`config.mk`:
```
export PLATFORM = sky130hd
export DESIGN_NAME = fifo_burst_reader_flat
export DESIGN_NICKNAME = d
export VERILOG_FILES = /design/src/rtl/fifo_burst_reader_if.sv /design/src/rtl/fifo_burst_reader.sv /design/src/flat_wrapper.sv
export SDC_FILE = /design/constraint.sdc
export NUM_CORES = 1
export LEC_CHECK = 0
export CORE_ASPECT_RATIO = 0.5
export CORE_UTILIZATION = 42
export CTS_BUF_LIST = sky130_fd_sc_hd__clkbuf_8
export CTS_CLUSTER_SIZE = 12
export DETAILED_ROUTE_END_ITERATION = 10
export PLACE_DENSITY = 0.65
export SYNTH_ARGS = -nofsm -noshare
export SYNTH_HDL_FRONTEND = slang
export SYNTH_SLANG_ARGS = --single-unit
```
`constraint.sdc`:
```
create_clock -name clk_i -period 3.65 [get_ports clk_i]
set_clock_uncertainty 0.15 [all_clocks]
set_input_delay 0.5475 -clock clk_i [delete_from_list [all_inputs] [get_ports clk_i]]
set_output_delay 0.5475 -clock clk_i [all_outputs]
set_load 0.02 [all_outputs]
```
`src/rtl/fifo_burst_reader_if.sv`:
```
// FIFO read-port and output-stream signal bundle for fifo_burst_reader.
// master = the burst reader, slave = the surrounding FIFO and stream sink.
interface fifo_burst_reader_if #(
  parameter int DATA_WIDTH = 18
);
  logic                  fifo_empty_i;
  logic                  fifo_rd_o;
  logic                  fifo_oe_o;
  logic [DATA_WIDTH-1:0] fifo_data_i;
  logic                  m_valid_o;
  logic                  m_ready_i;
  logic [DATA_WIDTH-1:0] m_data_o;
  logic                  m_last_o;

  modport master (
    input  fifo_empty_i, fifo_data_i, m_ready_i,
    output fifo_rd_o, fifo_oe_o, m_valid_o, m_data_o, m_last_o
  );

  modport slave (
    output fifo_empty_i, fifo_data_i, m_ready_i,
    input  fifo_rd_o, fifo_oe_o, m_valid_o, m_data_o, m_last_o
  );
endinterface

```
`src/rtl/fifo_burst_reader.sv`:
```
// Drains a fixed-length burst from a synchronous FIFO into a valid/ready stream,
// absorbing the FIFO read latency in a credit-limited 2-entry buffer.
module fifo_burst_reader #(
  parameter int DATA_WIDTH = 18,
  parameter int LEN_WIDTH  = 11
) (
  input  logic                 clk_i,
  input  logic                 rst_n_i,
  input  logic                 start_i,
  input  logic [LEN_WIDTH-1:0] burst_len_i,
  input  logic                 abort_i,
  fifo_burst_reader_if.master  bus,
  output logic                 busy_o,
  output logic                 done_o,
  output logic                 aborted_o
);

  typedef enum logic [1:0] {IDLE, RUN, DRAIN, DONE} state_t;

  state_t                state_q, state_d;
  logic                  aborted_q, aborted_d;
  logic [LEN_WIDTH-1:0]  len_q, issued_q, sent_q;
  logic                  vld_p1;
  logic [1:0]            occ_p2;
  logic                  rd_ptr_p2, wr_ptr_p2;
  logic [DATA_WIDTH-1:0] mem_p2 [2];

  logic active, flush, valid, pop, push, rd, last;

  assign active = (state_q == RUN) || (state_q == DRAIN);
  assign flush  = active && abort_i;
  assign valid  = (occ_p2 != 2'd0);
  assign pop    = valid && bus.m_ready_i;
  assign push   = vld_p1 && !flush;
  assign last   = valid && (sent_q == len_q - LEN_WIDTH'(1));

  // Credit check: words buffered plus in flight, net of this cycle's pop, must leave a free slot.
  assign rd = (state_q == RUN) && !bus.fifo_empty_i && !abort_i && (issued_q < len_q) &&
              (({1'b0, occ_p2} + {2'b00, vld_p1}) < (3'd2 + {2'b00, pop}));

  always_comb begin
    state_d   = state_q;
    aborted_d = aborted_q;
    case (state_q)
      IDLE: begin
        if (start_i) begin
          aborted_d = 1'b0;
          state_d   = (burst_len_i == '0) ? DONE : RUN;
        end
      end
      RUN: begin
        if (abort_i) begin
          state_d   = DONE;
          aborted_d = 1'b1;
        end else if (rd && (issued_q + LEN_WIDTH'(1) == len_q)) begin
          state_d = DRAIN;
        end
      end
      DRAIN: begin
        if (abort_i) begin
          state_d   = DONE;
          aborted_d = 1'b1;
        end else if (pop && last) begin
          state_d   = DONE;
          aborted_d = 1'b0;
        end
      end
      default: state_d = IDLE;
    endcase
  end

  always_ff @(posedge clk_i or negedge rst_n_i) begin
    if (!rst_n_i) begin
      state_q   <= IDLE;
      aborted_q <= 1'b0;
      len_q     <= '0;
      issued_q  <= '0;
      sent_q    <= '0;
    end else begin
      state_q   <= state_d;
      aborted_q <= aborted_d;
      if (state_q == IDLE) begin
        issued_q <= '0;
        sent_q   <= '0;
        if (start_i) len_q <= burst_len_i;
      end else begin
        if (rd)  issued_q <= issued_q + LEN_WIDTH'(1);
        if (pop) sent_q   <= sent_q + LEN_WIDTH'(1);
      end
    end
  end

  // Stage p1: FIFO word in flight, valid the cycle after the read strobe.
  always_ff @(posedge clk_i or negedge rst_n_i) begin
    if (!rst_n_i) vld_p1 <= 1'b0;
    else          vld_p1 <= rd && !flush;
  end

  // Stage p2: 2-entry output buffer.
  always_ff @(posedge clk_i or negedge rst_n_i) begin
    if (!rst_n_i) begin
      occ_p2    <= 2'd0;
      rd_ptr_p2 <= 1'b0;
      wr_ptr_p2 <= 1'b0;
    end else if (flush) begin
      occ_p2    <= 2'd0;
      rd_ptr_p2 <= 1'b0;
      wr_ptr_p2 <= 1'b0;
    end else begin
      occ_p2 <= occ_p2 + {1'b0, push} - {1'b0, pop};
      if (push) wr_ptr_p2 <= ~wr_ptr_p2;
      if (pop)  rd_ptr_p2 <= ~rd_ptr_p2;
    end
  end

  always_ff @(posedge clk_i) begin
    if (push) mem_p2[wr_ptr_p2] <= bus.fifo_data_i;
  end

  assign bus.fifo_rd_o = rd;
  assign bus.fifo_oe_o = (state_q != IDLE);
  assign bus.m_valid_o = valid;
  assign bus.m_data_o  = valid ? mem_p2[rd_ptr_p2] : '0;
  assign bus.m_last_o  = last;
  assign busy_o        = (state_q != IDLE);
  assign done_o        = (state_q == DONE);
  assign aborted_o     = (state_q == DONE) && aborted_q;

endmodule

```
`src/flat_wrapper.sv`:
```
// flat-port wrapper written by rule: the top's interface ports become plain ports
module fifo_burst_reader_flat 
#(
  parameter int DATA_WIDTH = 18,
  parameter int LEN_WIDTH  = 11
)
  (clk_i, rst_n_i, start_i, burst_len_i, abort_i, busy_o, done_o, aborted_o, bus_fifo_empty_i, bus_fifo_data_i, bus_m_ready_i, bus_fifo_rd_o, bus_fifo_oe_o, bus_m_valid_o, bus_m_data_o, bus_m_last_o);
  fifo_burst_reader_if #(.DATA_WIDTH(DATA_WIDTH)) bus_i ();
  input  logic clk_i;
  input  logic rst_n_i;
  input  logic start_i;
  input  logic [LEN_WIDTH-1:0] burst_len_i;
  input  logic abort_i;
  output logic busy_o;
  output logic done_o;
  output logic aborted_o;
  input wire logic [$bits(bus_i.fifo_empty_i)-1:0] bus_fifo_empty_i;
  input wire logic [$bits(bus_i.fifo_data_i)-1:0] bus_fifo_data_i;
  input wire logic [$bits(bus_i.m_ready_i)-1:0] bus_m_ready_i;
  output wire logic [$bits(bus_i.fifo_rd_o)-1:0] bus_fifo_rd_o;
  output wire logic [$bits(bus_i.fifo_oe_o)-1:0] bus_fifo_oe_o;
  output wire logic [$bits(bus_i.m_valid_o)-1:0] bus_m_valid_o;
  output wire logic [$bits(bus_i.m_data_o)-1:0] bus_m_data_o;
  output wire logic [$bits(bus_i.m_last_o)-1:0] bus_m_last_o;
  assign bus_i.fifo_empty_i = bus_fifo_empty_i;
  assign bus_i.fifo_data_i = bus_fifo_data_i;
  assign bus_i.m_ready_i = bus_m_ready_i;
  assign bus_fifo_rd_o = bus_i.fifo_rd_o;
  assign bus_fifo_oe_o = bus_i.fifo_oe_o;
  assign bus_m_valid_o = bus_i.m_valid_o;
  assign bus_m_data_o = bus_i.m_data_o;
  assign bus_m_last_o = bus_i.m_last_o;
  fifo_burst_reader #(.DATA_WIDTH(DATA_WIDTH), .LEN_WIDTH(LEN_WIDTH)) u_core (.clk_i(clk_i), .rst_n_i(rst_n_i), .start_i(start_i), .burst_len_i(burst_len_i), .abort_i(abort_i), .bus(bus_i), .busy_o(busy_o), .done_o(done_o), .aborted_o(aborted_o));
endmodule
```
Word-level counts from Yosys, hierarchy flattened --
Memories as Yosys holds them, arrays and structs flattened. Index checks and enable logic that the tools add are counted.
Storage, ports and cells: flip-flop bits (word level) 41, bits in latches 0, bits in writable memories 36, memory bits (read-only) 0, bits of input ports 35, output and inout bits 25, logic and storage cells 82, memories kept 1
Memories:
- u_core.mem_p2 | depth 2, width 18, read ports 1, clocked after memory_dff 0, wr ports 1, RTL line fifo_burst_reader.sv:26 | logic [DATA_WIDTH-1:0] mem_p2 [2];
Operators by class: $add $sub $neg 7, $mul 0, div/mod/pow operators 0, $lt $le $gt $ge 2, equality and inequality tests 9, shifts and indexed selects 0, mux-type cells 24, bitwise gates (word level) 2, reductions and logical operators 28
Operator list (count):
- $mux 11 | 4
- $add 11x1->11 const B | 2
- $eq 11x11->1 | 2
- $mux 18 | 1
- $mux 2 | 7
- $logic_and 1x1->1 | 12
- $reduce_bool 2->1 | 6
- $logic_not 11->1 | 1
- $lt 11x11->1 | 1
- $sub 11x1->11 const B | 1
- $mux 1 | 10
- $ne 3x3->1 const B | 2
- $pmux 2 s3 | 1
- $eq 2x2->1 const B | 2
- $ne 2x2->1 const B | 2
- $reduce_and 4->1 | 1
- $add 2x1->3 | 1
- $add 2x1->3 const A | 1
- $logic_not 1->1 | 3
- $lt 3x3->1 | 1
- $pmux 1 s3 | 1
- $reduce_and 3->1 | 1
- $reduce_bool 3->1 | 1
- $add 2x1->2 | 1
- other kinds (6) | 7

Longest topological paths before layout --
Gate-level depths: netlist of the first run.
depth after elaboration 9, gate-level depth with buffers 11, depth with buffers taken out 10

Worst setup path before layout of the first run --
OpenSTA, ideal clock, no wires.
path type register -> output, start point register u_core.len_q[0], end point output port bus_m_last_o, arrival 2.299 ns, setup slack 0.654 ns, stages on the path, launching flop included 9, path buffers 0, path through dfrtp_1 inv_1 ha_1 or4b_4 a2111oi_4 o32ai_1 a21oi_1 a21oi_1 nor3_1
Between the ends: longest elaborated chain between the ends 3
Ends and longest elaborated chain:
- start: declaration | RTL line fifo_burst_reader.sv:22 | logic [LEN_WIDTH-1:0] len_q, issued_q, sent_q;
- start signal: assignment | RTL line fifo_burst_reader.sv:85 | if (start_i) len_q <= burst_len_i;
- $sub 11x1->11 | RTL line fifo_burst_reader.sv:35 | assign last = valid && (sent_q == len_q - LEN_WIDTH'(1));
- $eq 11x11->1 | RTL line fifo_burst_reader.sv:35
- $logic_and 1x1->1 | RTL line fifo_burst_reader.sv:35
- end: declaration | RTL line flat_wrapper.sv:24 | output wire logic [$bits(bus_i.m_last_o)-1:0] bus_m_last_o;
No other way between the ends.

Worst setup path in the final report of the first run --
start point register u_core.len_q[1], end point output port bus_m_last_o
Same word-level chain as after synthesis.

==> results.txt, run 1 <==
- The flow ran to the end, and the final reports show no timing, DRC or antenna violations.
* Warnings, synthesis: 0
- Clock insertion delay at the later pin of the skew report: 0.36 ns
- In this run the worst hold path is classified as input port to asynchronous set/reset pin.
- Inserted Diodes: 0
- Quantity of I/O buffers inserted on ports: 59
- The critical path ends at bus_m_last_o.
* Sink count of the clock tree: 77
* Final min period: 3.50 ns
- First-pass GRT wire length: 15000 µm
* Sequential share of the synthesized area: 0.490
- Measured against its own limit, the worst slew margin works out to 0.367.
- Tcrit/Tclk final: 0.959
* CP endpoint kind: output port
* Max Freq: 286 MHz
* Maximum clock path buffer count: 2
- After detailed routing, the wire length on met1 is 4710 µm.
* Post-CTS setup repair buffer count: 0
- In the routed design, unresolved DRC markers number 0.
- The worst register-to-register path ends at u_core.state_q[0]$_DFFE_PN0P_.
- Of the cells placed in the final design, the portion with a size suffix greater than 1 is 0.105.
* Number of routed nets with antenna violations: 0
* Detailed-router iteration count before antenna repair: 4
* Iteration-0 DRC Markers: 154
- Max-cap viol count: 0
- After the last flow step, the layout net total stands at 528.
- In this run the count of I/O pins placed on the die edge is 60.
- When the netlist entered floorplanning its net count stood at 464.
* Remaining global-route overflow: 0
- The HPWL after detailed placement is 6710 µm.
- Beginning of the critical path: u_core.len_q[1]$_DFFE_PN0P_
- The floorplan step set the die height to 73.5 µm.
* Vias: 3142
* Antenna violations before repair: 0
- The cell count after synthesis came out at 407.
* Yosys reg bits: 77
- Summed over all cells, the static leakage comes to 2.11 nW.
- Deepest level of the CTS H-tree: 3
* Routed wire per std cell: 15.1 µm
* Cell chosen for the clock root: clkbuf_8
- In this run, CTS created clock tree buffers numbering 9.
- Setup repair after global routing missed its margin: yes
* Number of cells traversed by the worst register-to-register path: 10
- Largest driver fanout on the critical path: 5
- Leaving out fill and tap cells, the most frequent cells in the layout are clkdlybuf4s50_1, nor2_1, dfrtp_1.
- Reg-to-reg setup timing slack: 0.59 ns
* EDFF count, synth: 36
- Prior to clock tree synthesis, the placed netlist has a worst setup slack of 0.131 ns.
* Yosys cell types: 51
- For this configuration, the core starts out at a cell density of 0.443.
- The worst setup path is launched from a flop.
- Area of the core: 0.00970 mm²
* Reg-to-reg critical path startpoint: u_core.len_q[1]$_DFFE_PN0P_
* CP Class: flop to output port
- Power spread over the standard cell area amounts to 686 mW/mm².
- Via density: 5.14
* Clock-pin slew reported for the worst setup and hold paths after clock tree synthesis: 0.09 ns
- After synthesis the cells add up to 0.00430 mm².
* Arrival time of the worst setup path: 2.80 ns
* Fin worst setup slack: 0.151 ns
* Required @ worst endpoint: 2.95 ns
* Met3 WL post-DR: 332 µm
- Number of rows in the core area: 25
- Synthesized area per cell: 10.6 µm²
- Number of global-route vias before repair: 2941
- TritonCTS built the clock tree.
* Top layer reached by signal wires: met4
- Synthesis-to-layout area growth: 23.0%
* Commonest non-fill, non-tap cell in the layout: clkdlybuf4s50_1
* Number of failing setup endpoints in the final timing report: 0
* Horiz. Die Dim: 145 µm
- Transition time at the pin with the least slew margin: 0.949 ns
* Number of slew-limit violations in the final report: 0
- Final Wtd Congestion: 0.804
- Summed over all layers, the routed wires come to 9230 µm.
* Total global-route track usage: 0.185
- Peak ir drop on the vdd network: 0.000244 V
* Final Hold Viols: 0
- FILL cells: 867
* Largest net degree at the start of global routing: 42
- Once layout is complete, the utilization of the core stands at 0.545.
- Async set-reset flop share out of synthesis: 0.532
* Total length of routed met2 wires: 4100 µm
- Area of the die: 0.0107 mm²
- Predominant post-synthesis flop cell: dfrtp_1
==> synthesized netlist by cell type (all sizes together), types with 3 or more instances <==
cell type | count | area (µm²)
o21ai | 12 | 60.1
and3 | 5 | 31.3
nor4 | 5 | 31.3
buf | 6 | 37.5
and2 | 3 | 18.8
clkbuf | 14 | 52.6
mux2i | 18 | 180
xnor2 | 28 | 245
nand2 | 30 | 113
a31oi | 4 | 25.0
a21oi | 20 | 104
nand4 | 8 | 50.1
nor3 | 11 | 65.1
edfxtp | 36 | 1080
dfrtp | 41 | 1030
inv | 27 | 101
ha | 22 | 275
nor2 | 40 | 150
nand3 | 9 | 45.0
o22ai | 3 | 18.8
xor2 | 17 | 149
or3 | 6 | 37.5
mux2 | 14 | 158
==> kinds of logic (layout without fill, tap and decap cells) <==
logic type	count (synthesis)	in the layout	share of synthesized area
and+or+nand+nor	126	126	0.143
DFF	77	77	0.490
AOI/OAI and AO/OA	56	56	0.0859
buffers and inverters	49	118	0.0463
xor gates and xnor gates	45	45	0.0917
muxes	32	32	0.0786
adders and majority gates	22	22	0.0640
==> state kept, by name (all words and copies together) (netlist names) <==
signal	count
u_core.aborted_q	1
u_core.issued_q	11
u_core.len_q	11
u_core.mem_p2	36
u_core.occ_p2	2
u_core.rd_ptr_p2	1
u_core.sent_q	11
u_core.state_q	2
u_core.vld_p1	1
u_core.wr_ptr_p2	1
==> layout make-up <==
| type | instances | area, µm² | share of cell area |
|---|---|---|---|
| sequential | 77 | 2110 | 0.399 |
| multi-input combinational | 281 | 1990 | 0.377 |
| timing repair buffer | 73 | 686 | 0.130 |
| tap | 135 | 169 | 0.0320 |
| clock buffer | 9 | 124 | 0.0234 |
| inverter | 29 | 109 | 0.0206 |
| clock inverter | 7 | 97.6 | 0.0185 |
==> routing by layer <==
metal / vias up / GRT usage
met4: 0 / 0.0515
met5: - / 0
met2: 70 / 0.298
met1: 1499 / 0.251
li1: 1565 / -
met3: 8 / 0.0478
==> report_power, final <==
| part | switching [mW] | leakage (nW) | total (mW) | internal [mW] |
|---|---|---|---|---|
| registers | 0.178 | 0.860 | 1.23 | 1.05 |
| logic | 0.908 | 1.14 | 1.68 | 0.769 |
| clock network | 0.330 | 0.112 | 0.718 | 0.388 |
| total | 1.42 | 2.11 | 3.63 | 2.21 |
==> worst max-delay path: stages (launching register included) <==
cell	delay (ns)
dfrtp_1	0.44
inv_1	0.11
ha_1	0.23
or4b_4	0.53
a2111oi_4	0.33
o32ai_1	0.13
a21oi_1	0.14
a21oi_1	0.08
nor3_1	0.25
clkbuf_2	0.21
==> worst min-delay path by stage <==
stage	to	slack [ns]	cells after the start
after floorplan	u_core.aborted_q$_DFFE_PN0P_	0.10	0
after global placement	u_core.aborted_q$_DFFE_PN0P_	0.36	2
after detailed placement	u_core.aborted_q$_DFFE_PN0P_	0.36	2
after CTS	u_core.issued_q[2]$_DFFE_PN0P_	0.22	1
after global routing	u_core.issued_q[10]$_DFFE_PN0P_	0.25	1
final	u_core.issued_q[1]$_DFFE_PN0P_	0.17	1
==> stage by stage <==
stage          instances  hold slack (ns)  total power [mW]  instance area (µm²)  TNS (ns)
2_1_floorplan        407            0.102              2.35                 4300         0
3_3_place_gp         595            0.362              2.90                 5070         0
3_5_place_dp         595            0.362              2.92                 5070         0
4_1_cts              611            0.220              3.65                 5290         0
5_1_grt              611            0.245              3.87                 5290  -0.00392
6_report             611            0.168              3.63                 5290         0
==> timing repair <==
item                                   4_1_cts  5_1_grt
endpoints found under the hold margin        0        0
gates resized for setup                      2        4
hold buffers                                 0        0
setup endpoints to repair                    1        2
Power figures use the tool's default switching activity.
==> run 2, diff against run 1 <==
- HOLD_SLACK_MARGIN: unset -> 0.03
- SKIP_LAST_GASP: unset -> 1
==> results.txt, run 2 (same netlist as run 1, synthesis figures left out) <==
- Run status: finished, final reports clean (unchanged).
* Effective utilization at floorplan: 0.443 (unchanged)
- The initial antenna violation count came to 0 (unchanged).
- The non-filler instance count after layout came to 611 (unchanged).
* Maximum clock path buffer count: 2 (unchanged)
- The maximum fanout along the worst path is 5 (unchanged).
- Deepest level of the CTS H-tree: 3 (unchanged)
- The hold buffer count at CTS was 0 (unchanged).
- Commonest non-fill, non-tap cell in the layout: clkdlybuf4s50_1 (unchanged)
* Quantity of I/O buffers inserted on ports: 59 (unchanged)
- Post-detailed-placement cell area: 0.00507 mm² (unchanged)
* Reg-to-reg setup timing slack: 0.59 ns (about the same)
* Max-cap viol count: 0 (unchanged)
* Type of element launching the critical path: flop (unchanged)
* CP endpoint kind: output port (unchanged)
* Final Wtd Congestion: 0.804 (unchanged)
* Fin worst setup slack: 0.153 ns (was 0.151 ns)
- The path type of the worst setup path is flop to output port (unchanged).
* DRC errors left: 0 (unchanged)
- Setup repair after global routing missed its margin: yes (unchanged).
- Chip height: 73.5 µm (unchanged)
* Peak ir drop on the vdd network: 0.000244 V (about the same)
- IO Count: 60 (unchanged)
- The maximum achievable frequency is 286 MHz (about the same).
- Internal power consumption: 2.21 mW (about the same)
- The power per unit of standard cell area was 686 mW/mm² (about the same).
- The combinational fraction of design power was 0.463 (was 0.462).
- Vias: 3138 (was 3142)
- Clock buffer count from CTS: 9 (unchanged)
- Number of routed nets with antenna violations: 0 (unchanged)
- The layout net count was 528 (unchanged).
- The clock-pin slew reported for the worst setup and hold paths after clock tree synthesis came to 0.09 ns (about the same).
* Finished Cell Area: 0.00529 mm² (about the same)
- Reg-to-reg critical path startpoint: u_core.len_q[1]$_DFFE_PN0P_ (unchanged)
* Number of stages on the worst setup path: 9 (unchanged)
- The destination of the worst register-to-register timing path is u_core.state_q[0]$_DFFE_PN0P_ (unchanged).
* Required @ worst endpoint: 2.95 ns (about the same)
- Top register by number of flip-flops: u_core.mem_p2 (unchanged)
- Top library cells by usage in the layout, fill and taps aside: clkdlybuf4s50_1, nor2_1, dfrtp_1 (unchanged).
- Fraction of power consumed by the clock network: 0.198 (about the same)
- The flip-flop count of the largest register after layout came to 36 (unchanged).
- The total global-route track usage is 0.185 (unchanged).
- Cell chosen for the clock root: clkbuf_8 (unchanged)
- The worst min-delay path class is input port to asynchronous set/reset pin (unchanged).
* Number of cells traversed by the worst register-to-register path: 10 (unchanged)
- Crit path cell chain: inv_1 -> ha_1 -> or4b_4 -> a2111oi_4 -> o32ai_1 -> a21oi_1 -> a21oi_1 -> nor3_1 -> clkbuf_2 (unchanged).
- The source-to-sink clock delay at the later pin of the worst-skew pair was 0.36 ns (about the same).
- Crit path max-delay cell type: or4b_4 (unchanged)
* Sw Ratio: 0.391 (was 0.390)
- Leak Pwr: 2.11 nW (about the same)
- The arrival time at the worst endpoint came to 2.80 ns (about the same).
- Tcrit/Tclk final: 0.958 (was 0.959)
- The count of routing violations after the opening detailed-route iteration is 155 (was 154).
- The diode insertion count for antenna repair is 0 (unchanged).
* Sequential group share of total power: 0.339 (was 0.340)
* Top Family by Delay on Critical Path: simple AND/OR/NAND/NOR gates (unchanged)
* Final wirelength: 9230 µm (about the same)
- Worst path bufs/invs: 2 (unchanged)
* Number of rows in the core area: 25 (unchanged)
- Detailed-router iteration count before antenna repair: 4 (unchanged)
* Beginning of the critical path: u_core.len_q[1]$_DFFE_PN0P_ (unchanged)
- Share of layout cells above drive strength 1: 0.103 (was 0.105)
* Number of instances in the placed design: 595 (unchanged)
* Worst slack, placed: 0.131 ns (unchanged)
- Area of the die: 0.0107 mm² (unchanged)
- The final setup violation count came to 0 (unchanged).
* Horiz. Die Dim: 145 µm (unchanged)
* Termination of the worst setup path: bus_m_last_o (unchanged)
- Sink count of the clock tree: 77 (unchanged)
- Transition time at the pin with the least slew margin: 0.948 ns (was 0.949 ns)
- Largest net degree at the start of global routing: 42 (unchanged)
- The switching power was 1.42 mW (about the same).
* Area of the core: 0.00970 mm² (unchanged)
- The setup fix buffers added after clock tree synthesis came to 0 (unchanged).
- Final min period: 3.50 ns (about the same)
- The placed wire-length estimate after detailed placement came to 6710 µm (unchanged).
- Synthesis-to-layout area growth: 23.0% (about the same)
- The global-route wire length before repair was 15000 µm (unchanged).
* Max transition margin: 0.368 (was 0.367)
- Final Hold Viols: 0 (unchanged)
* Number of slew-limit violations in the final report: 0 (unchanged)
* Via density: 5.14 (about the same)
* Remaining global-route overflow: 0 (unchanged)
- Biggest cell delay along the critical path: 0.53 ns (about the same)
- The most used cell along the critical path is a21oi_1 (unchanged).
- The average wire length per cell after detail routing came to 15.1 µm (about the same).
- Number of global-route vias before repair: 2941 (unchanged)
- The clock tree from TritonCTS is built (unchanged).
[run 2: cell count changes in the layout (fill, tap and decap cells not counted)]
cell     delta
dfrtp_2     -1
dfrtp_1     +1
[run 2: repair_timing]
action	CTS	global route
resized for setup	2	3
pin swaps	0	0
endpoints found under the setup margin	1	2
[run 2: how the worst min path moves through the flow]
| stage | startpoint | to | slack (ns) | depth (start not counted) |
|---|---|---|---|---|
| detailed placement | u_core.aborted_q$_DFFE_PN0P_ | u_core.aborted_q$_DFFE_PN0P_ | 0.36 | 2 |
| finish | rst_n_i | u_core.issued_q[1]$_DFFE_PN0P_ | 0.17 | 1 |
| global route | rst_n_i | u_core.issued_q[10]$_DFFE_PN0P_ | 0.25 | 1 |
| floorplan | rst_n_i | u_core.aborted_q$_DFFE_PN0P_ | 0.10 | 0 |
| global placement | u_core.aborted_q$_DFFE_PN0P_ | u_core.aborted_q$_DFFE_PN0P_ | 0.36 | 2 |
| CTS | rst_n_i | u_core.issued_q[2]$_DFFE_PN0P_ | 0.22 | 1 |
[run 2: per-stage QoR]
step / hold slack, ns / power (mW) / TNS [ns] / utilization
after floorplan: 0.102 / 2.35 / 0 / -
after global placement: 0.362 / 2.90 / 0 / 0.523
after global routing: 0.245 / 3.87 / -0.0348 / 0.545
after detailed placement: 0.362 / 2.92 / 0 / 0.523
after CTS: 0.220 / 3.65 / 0 / 0.545
final: 0.168 / 3.63 / 0 / 0.545
[run 2: worst reg2reg max path, delay by kind of cell (launching register included)]
kind | cells | cell delay [ns]
compound gates | 6 | 1.17
fa+ha+maj | 1 | 0.23
buf+inv | 1 | 0.10
flops | 1 | 0.44
mux | 1 | 0.34
simple gates | 1 | 0.53
[run 2: power groups by stage]
stage / clock network [mW] / registers, mW / logic, mW
6_report: 0.718 / 1.23 / 1.68
5_1_grt: 0.774 / 1.25 / 1.84
4_1_cts: 0.738 / 1.23 / 1.69
3_5_place_dp: 0 / 1.24 / 1.68
3_3_place_gp: 0 / 1.24 / 1.66
2_1_floorplan: 0 / 1.15 / 1.20
[run 2: final cells by class]
cell class | instances | area, µm²
Multi-Input combinational cell | 281 | 1990
Tap cell | 135 | 169
Clock buffer | 9 | 124
Fill cell | 867 | 4410
Sequential cell | 77 | 2110
Timing Repair Buffer | 73 | 686
Inverter | 29 | 109
Clock inverter | 7 | 97.6
[run 2: per-layer routing]
metal / GRT usage / up-vias / routed length, µm
li1: - / 1566 / -
met1: 0.251 / 1494 / 4730
met2: 0.298 / 69 / 4080
met3: 0.0478 / 9 / 320
met4: 0.0515 / 0 / 93
met5: 0 / - / 0
